[config.mk]
export PLATFORM = sky130hd
export DESIGN_NAME = mem_access_ctrl
export DESIGN_NICKNAME = d
export VERILOG_FILES = /design/src/rtl/mem_access_ctrl.sv
export SDC_FILE = /design/constraint.sdc
export NUM_CORES = 1
export LEC_CHECK = 0
export BUFFER_PORTS_ARGS = -buffer_cell sky130_fd_sc_hd__buf_4
export CORE_MARGIN = 5
export CORE_UTILIZATION = 55
export DETAILED_ROUTE_END_ITERATION = 10
export PLACE_DENSITY = 0.87
export SYNTH_ARGS = -nofsm -noshare
export SYNTH_HDL_FRONTEND = slang
export SYNTH_SLANG_ARGS = --single-unit
export TNS_END_PERCENT = 1
[constraint.sdc]
create_clock -name clk -period 6.4 [get_ports clk]
set_input_delay 0.32 -clock clk [delete_from_list [all_inputs] [get_ports clk]]
set_output_delay 0.32 -clock clk [all_outputs]
set_load 0.01 [all_outputs]
[src/rtl/mem_access_ctrl.sv]
// Data-memory initiator for the single-cycle core: turns byte/half/word requests
// into word-aligned accesses, doing sub-word stores as read-modify-write.
module mem_access_ctrl #(
    parameter int ADDRSIZE = 32,
    parameter int WORDSIZE = 32
) (
    input  logic                clk,
    input  logic                rst,
    input  logic                req_valid,
    output logic                req_ready,
    input  logic                req_we,
    input  logic [1:0]          req_size,
    input  logic                req_unsigned,
    input  logic [ADDRSIZE-1:0] req_addr,
    input  logic [WORDSIZE-1:0] req_wdata,
    output logic                resp_valid,
    output logic [WORDSIZE-1:0] resp_rdata,
    output logic                resp_err,
    output logic                mem_wren,
    output logic                mem_rden,
    output logic [ADDRSIZE-1:0] mem_addr,
    output logic [WORDSIZE-1:0] mem_d,
    input  logic [WORDSIZE-1:0] mem_q
);

    typedef enum logic [1:0] {IDLE, RD, WR, RESP} state_t;

    localparam logic [1:0] SZ_BYTE = 2'b00;
    localparam logic [1:0] SZ_HALF = 2'b01;
    localparam logic [1:0] SZ_WORD = 2'b10;

    state_t              state_q, state_d;
    logic                we_q, we_d;
    logic [1:0]          size_q, size_d;
    logic                uns_q, uns_d;
    logic                err_q, err_d;
    logic [ADDRSIZE-1:0] addr_q, addr_d;
    logic [WORDSIZE-1:0] wdata_q, wdata_d;
    logic [WORDSIZE-1:0] buf_q, buf_d;

    logic                misaligned;
    logic [3:0]          byte_en;
    logic [WORDSIZE-1:0] wdata_rep;
    logic [WORDSIZE-1:0] merged;
    logic [7:0]          ld_byte;
    logic [15:0]         ld_half;
    logic [WORDSIZE-1:0] ld_ext;

    always_ff @(posedge clk or posedge rst) begin
        if (rst) begin
            state_q <= IDLE;
            we_q    <= 1'b0;
            size_q  <= '0;
            uns_q   <= 1'b0;
            err_q   <= 1'b0;
            addr_q  <= '0;
            wdata_q <= '0;
            buf_q   <= '0;
        end else begin
            state_q <= state_d;
            we_q    <= we_d;
            size_q  <= size_d;
            uns_q   <= uns_d;
            err_q   <= err_d;
            addr_q  <= addr_d;
            wdata_q <= wdata_d;
            buf_q   <= buf_d;
        end
    end

    always_comb begin
        misaligned = ((req_size == SZ_HALF) && req_addr[0])
                  || ((req_size == SZ_WORD) && (req_addr[1:0] != 2'b00))
                  || (req_size == 2'b11);
    end

    always_comb begin
        state_d = state_q;
        we_d    = we_q;
        size_d  = size_q;
        uns_d   = uns_q;
        err_d   = err_q;
        addr_d  = addr_q;
        wdata_d = wdata_q;
        buf_d   = buf_q;
        unique case (state_q)
            IDLE: begin
                if (req_valid) begin
                    we_d    = req_we;
                    size_d  = req_size;
                    uns_d   = req_unsigned;
                    addr_d  = req_addr;
                    wdata_d = req_wdata;
                    err_d   = misaligned;
                    if (misaligned)
                        state_d = RESP;
                    else if (req_we && (req_size == SZ_WORD))
                        state_d = WR;
                    else
                        state_d = RD;
                end
            end
            RD: begin
                buf_d   = mem_q;
                state_d = we_q ? WR : RESP;
            end
            WR:      state_d = RESP;
            RESP:    state_d = IDLE;
            default: state_d = IDLE;
        endcase
    end

    // Store merge: replicate the store data across lanes, then pick per-lane
    // between it and the read buffer using a byte-enable mask.
    always_comb begin
        byte_en   = 4'b1111;
        wdata_rep = wdata_q;
        unique case (size_q)
            SZ_BYTE: begin
                byte_en   = 4'b0001 << addr_q[1:0];
                wdata_rep = {4{wdata_q[7:0]}};
            end
            SZ_HALF: begin
                byte_en   = addr_q[1] ? 4'b1100 : 4'b0011;
                wdata_rep = {2{wdata_q[15:0]}};
            end
            default: begin
                byte_en   = 4'b1111;
                wdata_rep = wdata_q;
            end
        endcase
        merged = buf_q;
        for (int unsigned i = 0; i < 4; i++) begin
            if (byte_en[i])
                merged[8*i +: 8] = wdata_rep[8*i +: 8];
        end
    end

    always_comb begin
        unique case (addr_q[1:0])
            2'd0:    ld_byte = buf_q[7:0];
            2'd1:    ld_byte = buf_q[15:8];
            2'd2:    ld_byte = buf_q[23:16];
            default: ld_byte = buf_q[31:24];
        endcase
        ld_half = addr_q[1] ? buf_q[31:16] : buf_q[15:0];
        unique case (size_q)
            SZ_BYTE: ld_ext = uns_q ? {{(WORDSIZE-8){1'b0}}, ld_byte}
                                    : {{(WORDSIZE-8){ld_byte[7]}}, ld_byte};
            SZ_HALF: ld_ext = uns_q ? {{(WORDSIZE-16){1'b0}}, ld_half}
                                    : {{(WORDSIZE-16){ld_half[15]}}, ld_half};
            default: ld_ext = buf_q;
        endcase
    end

    always_comb begin
        req_ready  = (state_q == IDLE) && !rst;
        resp_valid = (state_q == RESP);
        resp_err   = (state_q == RESP) && err_q;
        resp_rdata = ((state_q == RESP) && !we_q && !err_q) ? ld_ext : '0;
        mem_rden   = (state_q == RD);
        mem_wren   = (state_q == WR);
        mem_addr   = ((state_q == RD) || (state_q == WR)) ? (addr_q >> 2) : '0;
        mem_d      = (state_q == WR) ? merged : '0;
    end

endmodule

==> results of run 1 <==
through the flow:
stage	cell area, um2	worst slack, ns	total power (W)	instances	hold WS [ns]
2_1_floorplan	5890	3.38	0.00279	555	0.441
3_3_place_gp	7390	3.91	0.00358	854	0.288
3_5_place_dp	7390	3.78	0.00366	854	0.300
4_1_cts	7620	3.31	0.00415	871	0.138
5_1_grt	7620	3.09	0.00441	871	0.141
6_report	7620	3.30	0.00414	871	0.151
final cells by class:
type                       count  area (um2)
clock inverter                 5        81.3
clock buffer                  11         141
multi-input combinational    392        3020
fill                         769        2750
sequential                   103        2580
timing repair buffer         208        1560
tap                          136         170
inverter                      16        62.6
critical path: stages (launching register included):
cell     delay (ns)
dfrtp_1        0.42
inv_1          0.14
ha_1           0.83
nand2_1        0.43
o31ai_1        0.37
buf_4          0.18
sequential cells by signal, indices dropped and copies added (netlist names):
register	count
addr_q	32
buf_q	32
err_q	1
size_q	2
state_q	2
uns_q	1
wdata_q	32
we_q	1
logic make-up after synthesis:
family                   count (synthesis)
buffers and inverters                   60
AND/OR/NAND/NOR                        171
multiplexers                           115
adder cells (fa/ha/maj)                  5
AO/OA/AOI/OAI                           99
flip-flops                             103
other                                    1
worst paths after layout:
kind / startpoint / end / slack (ns) / cells past startpoint
setup reg to reg: state_q[1]$_DFFE_PP0P_ / wdata_q[0]$_DFFE_PP0P_ / 4.07 / 5
hold / removal: req_addr[17] / addr_q[17]$_DFFE_PP0P_ / 0.15 / 2
max in group asynchronous: rst / wdata_q[6]$_DFFE_PP0P_ / 4.62 / 4
hold reg to reg: addr_q[17]$_DFFE_PP0P_ / addr_q[17]$_DFFE_PP0P_ / 0.51 / 1
min in group asynchronous: rst / addr_q[25]$_DFFE_PP0P_ / 0.45 / 3
setup / recovery: state_q[0]$_DFFE_PP0P_ / mem_d[30] / 3.30 / 5
what timing repair did:
item	4_1_cts	5_1_grt
setup endpoints to repair	0	0
endpoints found under the hold margin	20	0
hold buffers	1	0
cells in the mapped netlist, drive strengths merged, types with 2 or more instances:
library cell  number
ha                 5
o22ai              9
o211a             23
a21oi              3
a222oi             7
clkbuf            13
nor4               2
o211ai             8
o31a               2
mux2i             10
buf               31
nand3              9
mux2             105
nand2             70
nor2b              9
and2              34
dfrtp            103
a31oi              9
nand3b             8
o21ai             24
o31ai              9
nand2b             4
nor2              29
inv               16
power breakdown:
part	switching (W)	internal, W
combinational	0.00119	0.00118
sequential	0.000334	0.000987
clock	0.000228	0.000231
total	0.00175	0.00240
routing by layer:
metal,GRT usage,vias up,part of all wire
met5,0,-,0
li1,-,2305,-
met4,0.109,0,0.027
met2,0.470,249,0.50
met3,0.0732,39,0.090
met1,0.333,2515,0.38
==> impl_metrics.yaml, run 1 <==
route:
  via_per_inst: 5.86
  dr_total_vias: 5108
  drcViolationCount: 0
  dr.pass1.iters: 8
  drtAntennaViolNets: 0
  wire_per_inst_um: 20.3
  drt_iter0_drc: 368
  routed_wl_mm: 17.7
grt:
  grt_max_degree: 84
  grt_pass1_vias: 5353
  grt_pass1_wl_mm: 28.1
  antenna_found_initial: 0
  grt_usage: 0.276
  grt-ovfl-total: 0
logic_synthesis:
  yosysSeqAreaShare: 0.438
  synthXorXnorAreaFrac: 0
  synth_edf_count: 0
  synth-simple-area-share: 0.150
  synth_top_family_by_area: "multiplexers"
  synth-seq-cells: 103
  syn_inst: 554
  synth_compound_area_frac: 0.132
  ys_types: 49
  ys.warnings.count: 0
  avgSynthCellArea_um2: 10.6
  synth_mux_area_frac: 0.218
  synth_top_area_share: 0.438
  synth_fa_ha_area_frac: 0.0106
  synth_area_um2: 5890
  synth_top_flop_cell: "dfrtp_1"
  yosysTopAreaCell: "dfrtp_1"
  async_flop_share: 1.00
  yosys-top-cells-area: "dfrtp_1 (44%), mux2_2 (19%), o211a_1 (3.9%)"
cells_and_area:
  drive_gt1_frac: 0.473
  final_cell_mix: "buf_4 (207), dfrtp_1 (103), mux2_2 (99), nand2_1 (59), and2_1 (34)"
  syn_to_final_growth_pct: 29.4
  fin_util: 0.735
  nets: 838
  insertedDiodeCount: 0
  final_common_cell: "buf_4"
sta:
  fin_skew_ns: 0.0147
  final.setup.tns_ns: 0
  timing.fmax_mhz: 323
  fin_crit_ns: 3.10
  slew_viol_final: 0
  fin_crit_sh: 0.484
  timing.slew.headroom: 0.311
  setup_viol: 0
  worst_slew_pin_slew_ns: 1.03
  rsz0062_at_grt: "no"
  finalHoldViolations: 0
die:
  dieArea_um2: 12900
  start_util: 0.568
  die_y_um: 113
  fp-row-count: 37
  die_x_um: 113
  core_area_um2: 10400
  io_pins: 204
clocking:
  cts-htree-levels: 3
  clock_latency_ns: 0.39
  cts_setup_buffers: 0
  path_clk_slew_ns: 0.10
  numCtsBuffers: 9
  clk_path_buf_depth: 2
  cts_tree: "yes"
  cts_root_buf: "clkbuf_8"
  post_cts_resized: 0
  cts.sinks: 103
pwr:
  power_leakage_nw: 3.78
  ir_drop_uv: 450
  powerDensity_nw_per_um2: 544
placement:
  gp_congestion: 0.891
  place_hpwl_mm: 13.0
  port_buffers: 201
outcome:
  status: "complete, no violations"
setup_path:
  arrival_ns: 2.78
  start_kind: "flip-flop"
  endpoint_kind: "output port"
  worstPathRequired_ns: 6.08
  worstSetupPathType: "reg -> out"
  crit_fanout: 28
hold_path:
  min_path_type: "in -> reg"
flow_run:
  cap_violations: 0
(Power assumes the default switching activity.)
==> run 2, diff against run 1 <==
Settings changed: CORE_UTILIZATION 55 to 51, PLACE_DENSITY 0.87 to 0.81.
Clock period 6.4 ns to 2.89 ns, I/O delays scaled along.
==> impl_metrics.yaml, run 2 (synthesis gave the netlist of run 1 again) <==
pwr:
  p_sw_frac: 0.410
  powerDensity_nw_per_um2: 1220
  p_clk_frac: 0.142
  switching_power_w: 0.00391
  totalPowerFinal_w: 0.00954
  power_leakage_nw: 3.86
  intPower_w: 0.00562
  seq_power_share: 0.309
  ir_drop_uv: 845
  power_frac_comb: 0.549
die:
  core_area_um2: 11400
  die_x_um: 117
  fp-row-count: 39
  start_util: 0.518
  dieArea_um2: 13800
  die_y_um: 117
  io_pins: 204
cells_and_area:
  syn_to_final_growth_pct: 32.2
  fin_cells: 883
  fin_util: 0.685
  fin_area_um2: 7790
  reg_top3: "addr_q: 32 flops, buf_q: 32 flops, wdata_q: 32 flops"
  nets: 843
  insertedDiodeCount: 0
  final_common_cell: "buf_4"
  final_cell_mix: "buf_4 (210), dfrtp_1 (103), mux2_2 (99), nand2_1 (59), and2_1 (34)"
  drive_gt1_frac: 0.477
setup_path:
  ff2ff_path_depth: 5
  arrival_ns: 2.50
  endpoint_kind: "output port"
  crit_fanout: 16
  start_kind: "flip-flop"
  worstPathRequired_ns: 2.75
  worstSetupPathType: "reg -> out"
route:
  via_per_inst: 5.69
  dr.pass1.iters: 5
  wire_per_inst_um: 19.8
  drtAntennaViolNets: 0
  drcViolationCount: 0
  routed_wl_mm: 17.5
  drt_iter0_drc: 441
  dr_total_vias: 5028
outcome:
  status: "complete, no violations"
grt:
  antenna_found_initial: 0
  grt_usage: 0.250
  grt_pass1_vias: 5182
  grt-ovfl-total: 0
  grt_max_degree: 86
  grt_pass1_wl_mm: 27.9
sta:
  fin_crit_sh: 0.916
  fin_skew_ns: 0.00779
  fin_crit_ns: 2.65
  final.setup.tns_ns: 0
  worst_slew_pin_slew_ns: 1.04
  rsz0062_at_grt: "no"
  setup_viol: 0
  timing.fmax_mhz: 378
  slew_viol_final: 0
  finalHoldViolations: 0
  timing.slew.headroom: 0.308
clocking:
  clock_latency_ns: 0.36
  numCtsBuffers: 9
  post_cts_resized: 0
  cts_root_buf: "clkbuf_16"
  cts-htree-levels: 3
  path_clk_slew_ns: 0.07
  cts.sinks: 103
  cts_tree: "yes"
  clk_path_buf_depth: 2
placement:
  gp_congestion: 0.957
  dp.cells: 865
  port_buffers: 201
  placed_area_um2: 7440
  place_hpwl_mm: 13.0
hold_path:
  min_path_type: "in -> reg"
  min_path_cells: 2
flow_run:
  cap_violations: 0
[run 2: power groups by stage]
stage	Combinational, W	Clock (W)	Sequential, W
floorplan	0.00359	0	0.00260
global placement	0.00507	0	0.00291
detailed placement	0.00519	0	0.00295
CTS	0.00525	0.00137	0.00293
global route	0.00568	0.00144	0.00304
finish	0.00524	0.00135	0.00295
[run 2: layout make-up]
cell class | count | area, um2
fill | 849 | 3580
multi-input combinational | 392 | 3020
sequential | 103 | 2580
timing repair buffer | 213 | 1620
clock buffer | 10 | 239
tap | 143 | 179
clock inverter | 6 | 91.3
inverter | 16 | 62.6
[run 2: final timing paths]
check	start	end	slack [ns]
setup / recovery	state_q[1]$_DFFE_PP0P_	resp_rdata[29]	0.24
hold / removal	req_addr[21]	addr_q[21]$_DFFE_PP0P_	0.01
setup reg to reg	state_q[0]$_DFFE_PP0P_	addr_q[2]$_DFFE_PP0P_	1.19
hold reg to reg	addr_q[20]$_DFFE_PP0P_	addr_q[20]$_DFFE_PP0P_	0.50
max in group asynchronous	rst	addr_q[31]$_DFFE_PP0P_	1.98
min in group asynchronous	rst	addr_q[14]$_DFFE_PP0P_	0.04
[run 2: per-stage QoR]
stage / hold WS (ns) / worst slack [ns]
after floorplan: 0.265 / 0.0417
after global placement: 0.353 / 0.771
after detailed placement: 0.356 / 0.656
after CTS: 0.00556 / 0.270
after global routing: 0.00237 / 0.0671
final: 0.0142 / 0.243
[run 2: routing by layer]
| metal | track usage | part of all wire |
|---|---|---|
| met1 | 0.319 | 0.39 |
| met2 | 0.400 | 0.49 |
| met3 | 0.0759 | 0.093 |
| met4 | 0.0961 | 0.027 |
| met5 | 0 | 0 |
[run 2: critical path, cell delays in order (launching register included)]
cell     delay [ns]
dfrtp_1        0.39
ha_1           0.20
or3b_1         0.62
nor2_2         0.56
nand2_1        0.16
nand2_2        0.09
buf_4          0.12
[run 2: timing repair]
action | in CTS | in global routing
endpoints found under the setup margin | 0 | 0
endpoints found under the hold margin | 2 | 0
buffers inserted | 0 | 0
hold buffers | 2 | 0
